<file path="config.mk">
export PLATFORM = sky130hd
export DESIGN_NAME = alu_cmd_sequencer
export DESIGN_NICKNAME = d
export VERILOG_FILES = /design/src/rtl/alu_seq_pkg.sv /design/src/rtl/alu_cmd_fifo.sv /design/src/rtl/alu_cmd_sequencer.sv
export SDC_FILE = /design/constraint.sdc
export NUM_CORES = 1
export LEC_CHECK = 0
export ABC_AREA = 0
export BUFFER_PORTS_ARGS = -buffer_cell sky130_fd_sc_hd__buf_2
export CORE_ASPECT_RATIO = 1.5
export CORE_UTILIZATION = 50
export CTS_CLUSTER_SIZE = 24
export DETAILED_ROUTE_END_ITERATION = 6
export PLACE_DENSITY_LB_ADDON = 0.3
export REMOVE_ABC_BUFFERS = 1
export SLEW_MARGIN = 20
export SYNTH_ARGS = -nofsm -noshare
export SYNTH_HDL_FRONTEND = slang
export SYNTH_SLANG_ARGS = --single-unit
</file>
<file path="constraint.sdc">
create_clock -name clk -period 2.1 [get_ports clk]
set_input_delay 0.21 -clock clk [delete_from_list [all_inputs] [get_ports clk]]
set_output_delay 0.21 -clock clk [all_outputs]
set_load 0.1 [all_outputs]
</file>
<file path="src/rtl/alu_seq_pkg.sv">
// ============================================================================
// Module      : alu_seq_pkg
// Description : Shared widths and the queued command record for the ALU
//               command sequencer. The record gains a chain flag when
//               ALU_CHAIN_FWD_EN is defined.
// Revision    : 1.0 - initial release
// ============================================================================
`default_nettype none

package alu_seq_pkg;

  localparam int DEF_DW  = 8;
  localparam int DEF_OPW = 3;

  typedef struct packed {
    logic [DEF_DW-1:0]  a;
    logic [DEF_DW-1:0]  b;
    logic [DEF_OPW-1:0] op;
`ifdef ALU_CHAIN_FWD_EN
    logic               chain;
`endif
  } cmd_t;

endpackage

`default_nettype wire

</file>
<file path="src/rtl/alu_cmd_fifo.sv">
// ============================================================================
// Module      : alu_cmd_fifo
// Description : DEPTH-entry synchronous FIFO of cmd_t with a
//               combinational head read.
// Revision    : 1.0 - initial release
// ============================================================================
`default_nettype none

module alu_cmd_fifo
  import alu_seq_pkg::*;
#(
  parameter int DEPTH = 4
) (
  input  logic                     clk,
  input  logic                     rst_n,
  input  logic                     push_i,
  input  cmd_t                     wdata_i,
  input  logic                     pop_i,
  output cmd_t                     rdata_o,
  output logic                     full_o,
  output logic                     empty_o,
  output logic [$clog2(DEPTH):0]   count_o
);

  localparam int             AW       = $clog2(DEPTH);
  localparam logic [AW:0]    FULL_CNT = (AW+1)'(DEPTH);

  cmd_t          mem_q [DEPTH];
  logic [AW-1:0] wr_ptr_q, wr_ptr_d;
  logic [AW-1:0] rd_ptr_q, rd_ptr_d;
  logic [AW:0]   count_q,  count_d;
  logic          do_push,  do_pop;

  assign full_o  = (count_q == FULL_CNT);
  assign empty_o = (count_q == '0);
  assign count_o = count_q;
  assign rdata_o = mem_q[rd_ptr_q];

  // Full blocks a push even when a pop happens on the same edge.
  assign do_push = push_i & ~full_o;
  assign do_pop  = pop_i & ~empty_o;

  always_comb begin
    wr_ptr_d = wr_ptr_q;
    rd_ptr_d = rd_ptr_q;
    count_d  = count_q;
    if (do_push) wr_ptr_d = wr_ptr_q + 1'b1;
    if (do_pop)  rd_ptr_d = rd_ptr_q + 1'b1;
    case ({do_push, do_pop})
      2'b10:   count_d = count_q + 1'b1;
      2'b01:   count_d = count_q - 1'b1;
      default: count_d = count_q;
    endcase
  end

  always_ff @(posedge clk) begin
    if (!rst_n) begin
      wr_ptr_q <= '0;
      rd_ptr_q <= '0;
      count_q  <= '0;
    end else begin
      wr_ptr_q <= wr_ptr_d;
      rd_ptr_q <= rd_ptr_d;
      count_q  <= count_d;
    end
  end

  always_ff @(posedge clk) begin
    if (do_push) mem_q[wr_ptr_q] <= wdata_i;
  end

endmodule

`default_nettype wire

</file>
<file path="src/rtl/alu_cmd_sequencer.sv">
// ============================================================================
// Module      : alu_cmd_sequencer
// Description : Queues ALU commands, issues one per cycle to an external ALU
//               and captures its result behind a valid/ready handshake.
//               Define ALU_CHAIN_FWD_EN to add result chaining into operand A.
// Revision    : 1.0 - initial release
// ============================================================================
`default_nettype none

module alu_cmd_sequencer
  import alu_seq_pkg::*;
#(
  parameter int DW    = DEF_DW,
  parameter int OPW   = DEF_OPW,
  parameter int DEPTH = 4
) (
  input  logic                   clk,
  input  logic                   rst_n,
  input  logic                   in_valid,
  output logic                   in_ready,
  input  logic [DW-1:0]          in_a,
  input  logic [DW-1:0]          in_b,
  input  logic [OPW-1:0]         in_op,
`ifdef ALU_CHAIN_FWD_EN
  input  logic                   in_chain,
`endif
  output logic [DW-1:0]          alu_a,
  output logic [DW-1:0]          alu_b,
  output logic [OPW-1:0]         alu_op,
  input  logic [DW-1:0]          alu_r,
  output logic                   res_valid,
  input  logic                   res_ready,
  output logic [DW-1:0]          res_data,
  output logic [OPW-1:0]         res_op,
  output logic [$clog2(DEPTH):0] cmd_count
);

  cmd_t           wr_cmd, head;
  logic           fifo_full, fifo_empty, issue;
  logic           res_valid_q, res_valid_d;
  logic [DW-1:0]  res_data_q,  res_data_d;
  logic [OPW-1:0] res_op_q,    res_op_d;

  always_comb begin
    wr_cmd    = '0;
    wr_cmd.a  = in_a;
    wr_cmd.b  = in_b;
    wr_cmd.op = in_op;
`ifdef ALU_CHAIN_FWD_EN
    wr_cmd.chain = in_chain;
`endif
  end

  alu_cmd_fifo #(
    .DEPTH (DEPTH)
  ) u_fifo (
    .clk     (clk),
    .rst_n   (rst_n),
    .push_i  (in_valid),
    .wdata_i (wr_cmd),
    .pop_i   (issue),
    .rdata_o (head),
    .full_o  (fifo_full),
    .empty_o (fifo_empty),
    .count_o (cmd_count)
  );

  assign in_ready = ~fifo_full;
  assign issue    = ~fifo_empty & (~res_valid_q | res_ready);

`ifdef ALU_CHAIN_FWD_EN
  logic [DW-1:0] last_r_q, last_r_d;

  assign last_r_d = issue ? alu_r : last_r_q;

  always_ff @(posedge clk) begin
    if (!rst_n) last_r_q <= '0;
    else        last_r_q <= last_r_d;
  end

  assign alu_a = fifo_empty ? '0 : (head.chain ? last_r_q : head.a);
`else
  assign alu_a = fifo_empty ? '0 : head.a;
`endif
  assign alu_b  = fifo_empty ? '0 : head.b;
  assign alu_op = fifo_empty ? '0 : head.op;

  // Data and opcode only change on issue so a stalled result stays stable.
  always_comb begin
    res_valid_d = res_valid_q;
    res_data_d  = res_data_q;
    res_op_d    = res_op_q;
    if (issue) begin
      res_valid_d = 1'b1;
      res_data_d  = alu_r;
      res_op_d    = head.op;
    end else if (res_ready) begin
      res_valid_d = 1'b0;
    end
  end

  always_ff @(posedge clk) begin
    if (!rst_n) begin
      res_valid_q <= 1'b0;
      res_data_q  <= '0;
      res_op_q    <= '0;
    end else begin
      res_valid_q <= res_valid_d;
      res_data_q  <= res_data_d;
      res_op_q    <= res_op_d;
    end
  end

  assign res_valid = res_valid_q;
  assign res_data  = res_data_q;
  assign res_op    = res_op_q;

endmodule

`default_nettype wire

</file>
---- Yosys cells after proc, flatten, opt, wreduce, memory -nomap -nowiden ----
Memory sizes are Yosys's and may differ from the RTL's. A register that Yosys moved wholly into a read port is not among the register bits.
Cells that the tools add are included.
storage, ports and cells
  bits in registers ....................... 19
  memory bits (writable) .................. 76
  word-level logic and storage cells ...... 34
  memories kept ........................... 1
memory list
  name          depth  width  rd ports  clocked after memory_dff  wr ports  RTL line            RTL
  u_fifo.mem_q  4      19     1         1                         1         alu_cmd_fifo.sv:28  cmd_t mem_q [DEPTH];
cells by class
  $add $sub $neg .......................... 4
  equal/unequal tests ..................... 3
  multiplexer cells ....................... 10
  bitwise operators ....................... 7
  reductions and logical operators ........ 3
operators by type and width
  cell                 number
  $mux 8               2
  $pmux 3 s2           1
  $add 2x1->2 const B  2
  $mux 1               4
  $mux 2               2
  $reduce_bool 2->1    2
  $add 3x1->3 const B  1
  $and 1x1->1          3
  $eq 3x3->1 const B   1
  $logic_not 3->1      1
  $mux 3               1
  $not 1->1            3
  $sub 3x1->3 const B  1
  $eq 2x1->1 const B   1
  $eq 2x2->1 const B   1
  $or 1x1->1           1

---- Depth between registers and ports, before layout ----
Gate-level depths: netlist of run 1.
  depth in word-level cells ............... 6
  mapped depth ............................ 9

---- Modules after synthesis ----
Synthesis of run 1 repeated with hierarchy kept, for this count alone.
second synthesis, totals
  cells, all modules ...................... 226
  area total of the unflattened synthesis .. 3881.2 µm²
modules (own cells, without submodules)
  module             times used  cells an instance  area each (µm²)  seq. area each (µm²)
  alu_cmd_fifo       1           153                3245.6           2462.4
  alu_cmd_sequencer  1           73                 635.6            240.2

---- Worst setup path after synthesis of run 1 ----
No wires, ideal clock.
  path kind ............................... flip-flop to flip-flop
  start ................................... register u_fifo.count_q[2], in the netlist u_fifo.count_o[2]
  end ..................................... register u_fifo.count_q[2], in the netlist u_fifo.count_o[2]
  setup time .............................. 72 ps
  arrival ................................. 3006 ps
  setup slack ............................. -979 ps
  stages on the path, launching flop included .. 10
  buffers on the path ..................... 1
  period minus slack after synthesis ...... 3079 ps
  cell sequence ........................... dfxtp_1 -> or3b_1 -> buf_2 -> nand2_1 -> ha_1 -> inv_1 -> fa_1 -> xor2_1 -> or3_1 -> a21oi_1
RTL lines
  element                                          RTL line                 RTL
  start: declaration                               alu_cmd_fifo.sv:31       logic [AW:0] count_q, count_d;
  start signal: assignment                         alu_cmd_fifo.sv:64       count_q <= count_d;
  $eq 3x3->1 *                                     alu_cmd_fifo.sv:34       assign full_o = (count_q == FULL_CNT);
  $not 1->1 *                                      n/a
  via in_ready                                     alu_cmd_sequencer.sv:20  output logic in_ready,
  $and 1x1->1 *                                    alu_cmd_fifo.sv:40       assign do_push = push_i & ~full_o;
  $eq 2x1->1 or $eq 2x2->1 (tied branches)         alu_cmd_fifo.sv:49       case ({do_push, do_pop})
  $pmux 3 s2 or $reduce_bool 2->1 (tied branches)  n/a
Mark *: on every way through the listed nets, which the timed path passes. The rest lies on a longest branch.
A chain may end at the register's enable or synchronous reset.

==> flow_metrics.env, run 1 <==
export IMPL_dpl_worst_slack_ns=0.0438
export IMPL_cp_end_kind="output pin"
export IMPL_whs_path_depth=1
export IMPL_syn_to_final_growth_pct=22.5
export IMPL_clkSlewWorstSetupHoldPaths_ns=0.09
export IMPL_synth_cell_types=27
export IMPL_synth_xor_area_share=0.00461
export IMPL_post_cts_buffers=0
export IMPL_netlist_instances=228
export IMPL_fin_skew_ns=0.00507
export IMPL_boundaryPins=66
export IMPL_min_from="in_b[6]"
export IMPL_crit_required_ns=1.89
export IMPL_rsz0062_at_grt="true"
export IMPL_ctsLongestPathBuffers=2
export IMPL_avgSynthCellArea_um2=16.7
export IMPL_grt_pass1_wl_um=10700
export IMPL_hp_class="in -> reg"
export IMPL_synth_fa_ha_area_frac=0.0217
export IMPL_yosys_warnings=0
export IMPL_period_minus_slack_ns=2.06
export IMPL_clock_latency_ns=0.37
export IMPL_drv_cap=0
export IMPL_finalCritPeriodShare=0.980
export IMPL_r2r_slack_ns=0.06
export IMPL_drt_iter0_markers=62
export IMPL_cts_sinks=97
export IMPL_antenna_cells=0
export IMPL_tightest_slew_ns=0.569
export IMPL_die_h_um=109
export IMPL_max_freq_mhz=486
export IMPL_overflow=0
export IMPL_cts_tree="yes"
export IMPL_hold_buffers=0
export IMPL_yosys_area_share_simple=0.0770
export IMPL_critPathKind="reg -> out"
export IMPL_vias=2225
export IMPL_yosysSeqAreaShare=0.711
export IMPL_wl_per_cell_um=17.0
export IMPL_r2r_end="u_fifo.count_o[2]"
export IMPL_rows=38
export IMPL_crit_fanout=5
export IMPL_grt_antenna_before_repair=0
export IMPL_fin_area_mm2=0.00466
export IMPL_hold_violations=0
export IMPL_start_util=0.523
export IMPL_setup_slack_ns=0.0410
export IMPL_reg2regPathDepth=8
export IMPL_place_congestion=0.676
export IMPL_grt_pass1_vias=2133
export IMPL_outcome="complete, no violations"
export IMPL_cts_root_buf="clkbuf_8"
export IMPL_numCtsBuffers=9
export IMPL_holdPathEnd="u_fifo.mem_q[3][9]"
export IMPL_vias_per_cell=5.41
export IMPL_htreeDepth=3
export IMPL_slowest_delay_ns=0.48
export IMPL_synth_mux_area_frac=0.115
export IMPL_syn_area_mm2=0.00380
export IMPL_die_area_mm2=0.00797
export IMPL_slew_viol_final=0
export IMPL_worstPathArrival_ns=1.85
export IMPL_drive_gt1_frac=0.392
export IMPL_synth_seq_cells=97
export IMPL_hpwl_um=4110
export IMPL_drc_errors=0
export IMPL_slew_headroom=0.618
export IMPL_finalNetCount=343
export IMPL_crit_path_top_delay_cell="mux4_2"
export IMPL_core_area_mm2=0.00727
export IMPL_synth_compound_area_frac=0.0447
export IMPL_setup_viol=0
export IMPL_finalSetupTns_ns=0
export IMPL_drt_pass1_iterations=4
export IMPL_worstPathCellList="clkbuf_16 > mux4_2 > and2_1 > buf_4"
export IMPL_track_usage=0.192
export IMPL_utilization=0.641
export IMPL_synth_top_family_by_area="multiplexers"
export IMPL_io_buffers=65
export IMPL_drtAntennaViolNets=0
export IMPL_wirelength_um=7000
export IMPL_die_w_um=73.2
export IMPL_grt_max_degree=32
export IMPL_placed_cell_area_mm2=0.00429
export IMPL_reg2reg_from="u_fifo.count_o[0]"
export IMPL_cp_start_kind="flip-flop"
[flip-flops by register name (all words and copies together), names as in the netlist, named ones only]
| signal | cells |
|---|---|
| u_fifo.count_o | 3 |
| u_fifo.rd_ptr_q | 2 |
| u_fifo.wr_ptr_q | 2 |
| res_data | 8 |
| res_valid | 1 |
| u_fifo.mem_q | 76 |
| res_op | 3 |
[synthesized netlist by cell type]
| library cell | count | share of area |
|---|---|---|
| edfxtp_1 | 76 | 0.60 |
| dfxtp_1 | 21 | 0.11 |
| and2_1 | 19 | 0.031 |
| mux4_2 | 19 | 0.11 |
| a21oi_1 | 18 | 0.024 |
| nand3_1 | 14 | 0.018 |
| o21ai_0 | 13 | 0.017 |
| clkbuf_1 | 6 | 0.0059 |
| ha_1 | 5 | 0.016 |
| inv_1 | 5 | 0.0049 |
| and3_1 | 4 | 0.0066 |
| buf_2 | 4 | 0.0053 |
| nor2_1 | 4 | 0.0039 |
| or3_1 | 3 | 0.0049 |
| a21o_1 | 2 | 0.0039 |
| nand2_1 | 2 | 0.0020 |
| nand2b_1 | 2 | 0.0033 |
| xor2_1 | 2 | 0.0046 |
| buf_1 | 1 | 0.00099 |
| buf_12 | 1 | 0.0053 |
| buf_6 | 1 | 0.0030 |
| clkinv_1 | 1 | 0.00099 |
| fa_1 | 1 | 0.0053 |
| mux2i_1 | 1 | 0.0026 |
| nor2b_1 | 1 | 0.0016 |
| nor3_2 | 1 | 0.0026 |
| or3b_1 | 1 | 0.0023 |
[cell usage in the layout (no fill, tap or decap), types with 2 or more instances in the layout]
| cell | Yosys | layout |
|---|---|---|
| buf_6 | 1 | 15 |
| buf_2 | 4 | 46 |
| a21o_1 | 2 | 2 |
| nand3_1 | 14 | 14 |
| dfxtp_1 | 21 | 19 |
| and2_1 | 19 | 19 |
| edfxtp_1 | 76 | 76 |
| nand2b_1 | 2 | 2 |
| inv_4 | 0 | 3 |
| mux4_2 | 19 | 19 |
| clkbuf_8 | 0 | 9 |
| nor2_1 | 4 | 4 |
| inv_1 | 5 | 5 |
| ha_1 | 5 | 4 |
| or3_1 | 3 | 3 |
| buf_4 | 0 | 16 |
| xor2_1 | 2 | 2 |
| clkbuf_16 | 0 | 2 |
| a21oi_1 | 18 | 17 |
| o21ai_0 | 13 | 13 |
| and3_1 | 4 | 4 |
[layout make-up]
| cell class | count | area, µm² |
|---|---|---|
| clock buffers | 11 | 153 |
| inverters | 6 | 22.5 |
| multi-input cells | 112 | 1020 |
| flip-flops and latches | 97 | 2710 |
| fillers | 529 | 2620 |
| well taps | 100 | 125 |
| clock inverters | 5 | 35.0 |
| repair buffers | 80 | 592 |
[logic make-up (layout without fill, tap and decap cells)]
family | after synthesis | in the layout
flops | 97 | 97
simple gates | 51 | 51
compound gates | 33 | 33
mux | 20 | 20
buf+inv | 19 | 102
fa+ha+maj | 6 | 6
xor+xnor | 2 | 2
[metrics by stage]
stage	hold slack, ns	std cells
final	0.0497	411
after global routing	0.0475	411
after CTS	0.0364	410
after detailed placement	0.427	393
after global placement	0.421	393
after floorplan	0.309	215
[repair_timing]
action                                  in CTS  in global routing
pin swaps                                    0                  3
endpoints found under the setup margin      19                  9
cloned                                       1                  1
resized for setup                           32                 12
[layer usage]
metal  up-vias  share of wire  track usage  wire (µm)
met5         -              0            0          0
met4         0          0.022        0.101        156
met3        14          0.051       0.0407        354
met2        63           0.52        0.326       3670
met1      1123           0.40        0.226       2820
li1       1025              -            -          -
[worst max-delay path by stage]
stage | endpoint | slack [ns] | cells after the start | start
5_1_grt | u_fifo.count_o[2] | -0.03 | 8 | u_fifo.count_o[0]
3_5_place_dp | u_fifo.count_o[2] | 0.04 | 8 | u_fifo.count_o[0]
2_1_floorplan | u_fifo.count_o[2] | -1.23 | 8 | u_fifo.count_o[2]
4_1_cts | alu_op[2] | 0.01 | 4 | flip-flop
6_report | alu_b[2] | 0.04 | 4 | flip-flop
3_3_place_gp | u_fifo.count_o[2] | 0.08 | 8 | u_fifo.count_o[0]
[critical path, delay by kind of cell, from the launching register on]
family / cells / cell delay [ns]
DFF: 1 / 0.43
buffers and inverters: 2 / 0.41
and+or+nand+nor: 1 / 0.17
muxes: 1 / 0.48
Power of run 1 is not shown: default switching activity piles up to over one toggle a cycle in this logic, so the estimate is an artifact.
==> run 2: changes to the inputs <==
==> constraint.sdc (replaced) <==
create_clock -name clk -period 2.1 [get_ports clk]
set_input_delay 0.21 -clock clk [delete_from_list [all_inputs] [get_ports clk]]
set_output_delay 0.21 -clock clk [all_outputs]
set_load 0.05 [all_outputs]
==> flow_metrics.env, run 2 (same netlist as run 1, synthesis figures left out) <==
export IMPL_wl_per_cell_um=16.1
export IMPL_top_register="u_fifo.mem_q"
export IMPL_layout_cells_most_common="edfxtp_1"
export IMPL_grt_pass1_wl_um=10200
export IMPL_fin_skew_ns=0.00467
export IMPL_slew_viol_final=0
export IMPL_cts_root_buf="clkbuf_8"
export IMPL_p_per_area_mw_per_mm2=1510
export IMPL_cp_start_kind="flip-flop"
export IMPL_drive_gt1_frac=0.389
export IMPL_track_usage=0.184
export IMPL_htreeDepth=3
export IMPL_start_util=0.523
export IMPL_overflow=0
export IMPL_tightest_slew_ns=0.545
export IMPL_antenna_cells=0
export IMPL_critPathKind="reg -> out"
export IMPL_clock_latency_ns=0.35
export IMPL_hold_violations=0
export IMPL_setup_viol=0
export IMPL_r2r_end="u_fifo.count_o[2]"
export IMPL_irDropWorstVdd_mv=0.866
export IMPL_slew_headroom=0.635
export IMPL_numCtsBuffers=9
export IMPL_ctsLongestPathBuffers=2
export IMPL_leakagePower_nw=1.71
export IMPL_clkSlewWorstSetupHoldPaths_ns=0.09
export IMPL_place_congestion=0.701
export IMPL_hp_class="in -> reg"
export IMPL_die_area_mm2=0.00797
export IMPL_drtAntennaViolNets=0
export IMPL_crit_required_ns=1.89
export IMPL_largest_register_ffs=76
export IMPL_syn_to_final_growth_pct=20.7
export IMPL_outcome="complete, no violations"
export IMPL_drt_pass1_iterations=4
export IMPL_reg2reg_from="u_fifo.count_o[0]"
export IMPL_grt_pass1_vias=2065
export IMPL_finalNetCount=343
export IMPL_worstPathArrival_ns=1.83
export IMPL_vias_per_cell=5.22
export IMPL_final_cell_mix="76 x edfxtp_1, 55 x buf_2, 22 x buf_4"
export IMPL_cts_tree="yes"
export IMPL_wirelength_um=6620
export IMPL_r2r_slack_ns=0.09
export IMPL_die_w_um=73.2
export IMPL_reg2regPathDepth=8
export IMPL_grt_max_degree=32
export IMPL_boundaryPins=66
export IMPL_rows=38
export IMPL_drt_iter0_markers=59
export IMPL_rsz0062_at_grt="true"
export IMPL_grt_antenna_before_repair=0
export IMPL_whs_path_depth=1
export IMPL_drv_cap=0
export IMPL_holdWs_ns=0.0627
export IMPL_core_area_mm2=0.00727
export IMPL_io_buffers=65
export IMPL_drc_errors=0
export IMPL_die_h_um=109
export IMPL_finalCritPeriodShare=0.971
export IMPL_vias=2145
export IMPL_crit_fanout=5
export IMPL_hpwl_um=4050
export IMPL_cts_sinks=97
export IMPL_cp_end_kind="output pin"
export IMPL_max_freq_mhz=490
export IMPL_period_minus_slack_ns=2.04
export IMPL_min_from="in_op[0]"
export IMPL_hold_buffers=0
export IMPL_fin_total_pwr_w=0.00694
export IMPL_holdPathEnd="u_fifo.mem_q[1][0]"
run 2: cell types whose count changed in the layout (fill, tap and decap cells not counted), moves of 2 or more:
| cell | previous run | this run |
|---|---|---|
| buf_4 | 16 | 22 |
| buf_6 | 15 | 0 |
| clkinv_2 | 0 | 2 |
| inv_4 | 3 | 0 |
| buf_2 | 46 | 55 |
run 2: power by group:
part	switching [W]	internal (W)
combinational	0.00213	0.00114
clock	0.000590	0.000606
sequential	0.000115	0.00236
total	0.00283	0.00411
run 2: per-layer routing:
metal	vias up	GRT usage	wire length, µm
met2	55	0.304	3520
met4	0	0.0840	119
met5	-	0	0
met1	1052	0.219	2700
met3	8	0.0555	283
li1	1030	-	-
run 2: stage by stage:
step	area, µm²	cells	setup slack [ns]	utilization	setup TNS [ns]
6_report	4590	411	0.0606	0.631	0
5_1_grt	4590	411	-0.0143	0.631	-0.0229
4_1_cts	4550	410	0.0134	0.626	0
3_5_place_dp	4290	393	0.0412	0.589	0
3_3_place_gp	4290	393	0.0782	0.589	0
2_1_floorplan	3730	215	-0.659	-	-18.93
run 2: layout make-up:
class                   count  area (µm²)
clock buffers              13         191
multi-input cells         112        1010
flip-flops and latches     97        2710
clock inverters             3        18.8
repair buffers             80         513
well taps                 100         125
fillers                   548        2680
inverters                   6        22.5
run 2: what timing repair did:
action | 4_1_cts | 5_1_grt
endpoints found under the hold margin | 0 | 0
cloned | 1 | 1
resized for setup | 12 | 7
endpoints found under the setup margin | 1 | 3
pin swaps | 0 | 1
buffers inserted | 0 | 0
run 2: how the worst max path moves through the flow:
stage	slack [ns]	to
floorplan	-0.66	u_fifo.count_o[2]
global route	-0.01	alu_op[0]
global placement	0.08	u_fifo.count_o[2]
finish	0.06	alu_op[0]
detailed placement	0.04	u_fifo.count_o[2]
CTS	0.01	u_fifo.count_o[2]
run 2: worst max-delay path, stage by stage, from the launching register on:
cell,delay [ns]
dfxtp_4,0.42
clkbuf_16,0.17
mux4_2,0.50
and2_1,0.17
buf_2,0.20
Power figures use the tool's default switching activity.
